### src/rtl/lut_neuron_prog_pkg.sv
// rtl/lut_neuron_prog_pkg.sv - shared FSM state type and default widths for the programmable LUT neuron
package lut_neuron_prog_pkg;

  localparam int DEF_IN_BITS  = 6;
  localparam int DEF_OUT_BITS = 2;

  typedef enum logic [1:0] {
    ST_EMPTY = 2'd0,
    ST_LOAD  = 2'd1,
    ST_READY = 2'd2
  } state_t;

endpackage

### src/rtl/lut_neuron_table.sv
// rtl/lut_neuron_table.sv - flop-based 2^IN_BITS x OUT_BITS table with write port and registered read
module lut_neuron_table #(
  parameter int IN_BITS  = 6,
  parameter int OUT_BITS = 2
) (
  input  logic                clk,
  input  logic                rst,
  input  logic                we,
  input  logic [IN_BITS-1:0]  waddr,
  input  logic [OUT_BITS-1:0] wdata,
  input  logic                re,
  input  logic [IN_BITS-1:0]  raddr,
  output logic                rvalid,
  output logic [OUT_BITS-1:0] rdata
);

  localparam int DEPTH = 1 << IN_BITS;

  logic [OUT_BITS-1:0] mem [DEPTH];

  always_ff @(posedge clk or posedge rst) begin
    if (rst) begin
      for (int i = 0; i < DEPTH; i++) mem[i] <= '0;
    end else if (we) begin
      mem[waddr] <= wdata;
    end
  end

  // A read on the same edge as a write returns the pre-write contents.
  always_ff @(posedge clk or posedge rst) begin
    if (rst) begin
      rvalid <= 1'b0;
      rdata  <= '0;
    end else begin
      rvalid <= re;
      if (re) rdata <= mem[raddr];
    end
  end

endmodule

### src/rtl/lut_neuron_prog.sv
// rtl/lut_neuron_prog.sv - writable LUT neuron: streamed table load FSM plus 1-cycle lookup path
module lut_neuron_prog
  import lut_neuron_prog_pkg::*;
#(
  parameter int IN_BITS  = DEF_IN_BITS,
  parameter int OUT_BITS = DEF_OUT_BITS
) (
  input  logic                clk,
  input  logic                rst,
  input  logic                ld_start,
  input  logic                ld_valid,
  output logic                ld_ready,
  input  logic [OUT_BITS-1:0] ld_data,
  input  logic                ld_last,
  input  logic                in_valid,
  output logic                in_ready,
  input  logic [IN_BITS-1:0]  in_data,
  output logic                out_valid,
  output logic [OUT_BITS-1:0] out_data,
  output logic                loaded,
  output logic                ld_err
);

  localparam logic [IN_BITS-1:0] LAST_ADDR = '1;

  state_t             state;
  logic [IN_BITS-1:0] addr;
  logic               xfer;
  logic               lookup;
  logic               we;

  assign ld_ready = (state == ST_LOAD);
  assign in_ready = (state == ST_READY);
  assign xfer     = ld_valid && ld_ready;
  assign lookup   = in_valid && in_ready;
  // A restart wins over a beat presented on the same edge.
  assign we       = xfer && !ld_start;

  always_ff @(posedge clk or posedge rst) begin
    if (rst) begin
      state  <= ST_EMPTY;
      addr   <= '0;
      loaded <= 1'b0;
      ld_err <= 1'b0;
    end else if (ld_start) begin
      state  <= ST_LOAD;
      addr   <= '0;
      loaded <= 1'b0;
      ld_err <= 1'b0;
    end else if (xfer) begin
      if (addr == LAST_ADDR) begin
        if (ld_last) begin
          state  <= ST_READY;
          loaded <= 1'b1;
        end else begin
          state  <= ST_EMPTY;
          ld_err <= 1'b1;
        end
      end else if (ld_last) begin
        state  <= ST_EMPTY;
        ld_err <= 1'b1;
      end else begin
        addr <= addr + 1'b1;
      end
    end
  end

  lut_neuron_table #(
    .IN_BITS (IN_BITS),
    .OUT_BITS(OUT_BITS)
  ) u_table (
    .clk   (clk),
    .rst   (rst),
    .we    (we),
    .waddr (addr),
    .wdata (ld_data),
    .re    (lookup),
    .raddr (in_data),
    .rvalid(out_valid),
    .rdata (out_data)
  );

endmodule

### config.mk
export PLATFORM = sky130hd
export DESIGN_NAME = lut_neuron_prog
export DESIGN_NICKNAME = d
export VERILOG_FILES = /design/src/rtl/lut_neuron_prog_pkg.sv /design/src/rtl/lut_neuron_table.sv /design/src/rtl/lut_neuron_prog.sv
export SDC_FILE = /design/constraint.sdc
export NUM_CORES = 1
export LEC_CHECK = 0
export CORE_MARGIN = 2
export CORE_UTILIZATION = 35
export DETAILED_ROUTE_END_ITERATION = 16
export GPL_ROUTABILITY_DRIVEN = 0
export GPL_TIMING_DRIVEN = 0
export PLACE_DENSITY = 0.62
export SYNTH_ARGS = -nofsm -noshare
export SYNTH_HDL_FRONTEND = slang
export SYNTH_SLANG_ARGS = --single-unit
### constraint.sdc
create_clock -name clk -period 4.5 [get_ports clk]
set_input_delay 0.675 -clock clk [delete_from_list [all_inputs] [get_ports clk]]
set_output_delay 0.675 -clock clk [all_outputs]
set_load 0.05 [all_outputs]
==> flow_summary.toml <==
[drt]
dr.pass1.iters = 4
drt-total-wl_mm = 16.8
wl_per_cell_um = 20.3
num_vias = 4437
avgViaCountPerCell = 5.34
route.detailed.drc = 0
drt_iter0_drc = 292
detail-route-antenna-nets = 0

[clock_network]
cts_tree = "built"
htree_num_levels = 4
clkLatencyLatePin_ns = 0.43
postCtsSetupRepairBufs = 0
clockRootBuffer = "clkbuf_16"
cts_sinks = 141
ctsHoldBuffers = 0
ctsResizeCount = 0
cts_made_buffers = 17
clock_path_buffers = 2
cts.clk_slew.worst_paths_ns = 0.06

[timing]
period_share = 0.739
layout_setup_ws_ns = 1.18
drv_slew = 0
finClkSkew_ns = 0.00666
period_needed_ns = 3.32
finalHoldViolCount = 0
tns_ns = 0
tightest_slew_ns = 0.746
setup_viol = 0
max_freq_mhz = 301
rsz0062_at_grt = "no"
relSlewSlack = 0.501

[place]
post-place-ws_ns = 0.802
dp_hpwl_mm = 11.9
placed_cells = 800
port_buffers = 16

[critical_path]
regToRegEndpoint = "u_table.mem[99]"
crit_type = "in -> reg"
crit_fanout = 10
cp_data_arrival_time_ns = 3.61
endpoint_kind = "flop"
reg2reg_from = "state[1]"
worstSetupStartpointType = "primary input"
required_ns = 4.78
r2r_slack_ns = 2.18
cp-startpoint = "in_data[2]"
worstRegToRegCells = 5

[synth]
ys.flop_type = "dfrtp_1"
synthCells = 518
synth.largest_area_cell = "dfrtp_1"
ys_ff_latch = 141
synth.avg_cell_area_um2 = 13.2
yosysUniqueCellTypes = 42
async_flop_share = 1.00
ys_top_cells_by_area = "dfrtp_1, mux2_2, mux4_2, nor2_1, nand2_1"
yosys-top-cells-count = "dfrtp_1, mux2_2, nor2_1, nand2_1, mux4_2"
syn-cell-area_um2 = 6820
syn-num-nets = 533
yosysWarnings = 0
synth_top_area_share = 0.517
synth_seq_area_share = 0.517
synth-edff-count = 0
yosys.cell_count.top_type = "dfrtp_1"

[final_layout]
post-route-util = 0.413
layout-drive-gt1-share = 0.360
final_cells = 831
fin_nets = 569
area_growth_pct = 16.8
antennaDiodeCount = 0

[global_route]
grt_pass1_vias = 4622
grt_max_degree = 100
track_usage = 0.174
antenna_found_initial = 0
grt_first_pass_wirelength_mm = 26.4
overflow = 0

[pwr]
power_w = 0.00295
p_per_area_nw_per_um2 = 370
ir_drop_mv = 0.172
power_leakage_nw = 3.62

[hold_path]
hold_path_class = "reg -> reg"
worstHoldStart = "u_table.mem[19]"
min_to = "u_table.mem[19]"
hold_depth = 1

[die]
die_area_um2 = 20600
die-width_um = 144
io_pins = 21
coreArea_um2 = 19300
initial_core_util = 0.354
dieHeight_um = 144
rows = 51

[run]
drv_cap = 0

[run_status]
status = "completed"
cells in the final DEF, fill, tap and decap left out, types with 3 or more instances in the layout:
master	n
nand3b_1	6
a211oi_1	6
nand2b_1	3
xor2_1	4
clkbuf_1	26
nand3_1	6
nor2_1	48
bufinv_16	4
nor3_1	4
and3b_1	3
a2111oi_0	4
buf_2	5
dfrtp_1	141
clkbuf_16	17
mux4_2	26
mux2_2	134
nor2b_1	13
mux2_1	4
nand2_1	41
o21ai_0	4
o22ai_1	4
buf_1	3
clkdlybuf4s50_1	16
power breakdown:
group / internal (W) / switching (W) / total [W]
registers: 0.00129 / 0.0000103 / 0.00130
clock network: 0.000953 / 0.000534 / 0.00149
logic: 0.0000568 / 0.000105 / 0.000162
cells by family after synthesis:
kind of cell | synth area share
adder cells (fa/ha/maj) | 0.00183
AND/OR/NAND/NOR | 0.101
AO/OA/AOI/OAI | 0.0293
buffers and inverters | 0.0207
XOR/XNOR | 0.00642
flip-flops | 0.517
multiplexers | 0.323
registers in the layout, indices dropped and copies added (netlist names):
signal,count
loaded,1
u_table.rvalid,1
state,2
addr,6
ld_err,1
u_table.rdata,2
u_table.mem,128
worst max-delay path by stage:
stage | endpoint | slack (ns) | cells after the start
floorplan | addr[0] | 0.04 | 1
global placement | u_table.mem[60] | -1.64 | 2
detailed placement | u_table.rdata[1] | 0.80 | 8
CTS | u_table.rdata[1] | 1.24 | 8
global route | u_table.rdata[1] | 1.12 | 8
finish | u_table.rdata[1] | 1.18 | 8
area by class of cell:
| class | instances | area [um^2] |
|---|---|---|
| Buffer | 33 | 138 |
| Clock buffer | 21 | 460 |
| Clock inverter | 10 | 163 |
| Fill cell | 1794 | 11300 |
| Inverter | 1 | 8.76 |
| Multi-Input combinational cell | 343 | 3150 |
| Sequential cell | 141 | 3530 |
| Tap cell | 265 | 332 |
| Timing Repair Buffer | 17 | 188 |
worst max-delay path: stages:
cell and delay (ns):
clkdlybuf4s50_1 0.60, buf_2 0.37, buf_1 0.50, mux4_2 0.40, a22oi_1 0.16, nand3_1 0.11, a2111oi_0 0.68, nor2_1 0.11
metal layers:
| layer | global-route usage | routed length, um | up-vias |
|---|---|---|---|
| met5 | 0 | 0 | - |
| met4 | 0.0557 | 213 | 0 |
| met3 | 0.0477 | 932 | 17 |
| met2 | 0.290 | 8350 | 112 |
| met1 | 0.221 | 7340 | 2340 |
| li1 | - | - | 1968 |
stage by stage:
step / hold slack [ns] / cell area, um^2
after floorplan: 0.452 / 6820
after global placement: 0.464 / 7310
after detailed placement: 0.481 / 7340
after CTS: 0.494 / 7970
after global routing: 0.510 / 7970
final: 0.492 / 7970
Power figures use the tool's default switching activity.
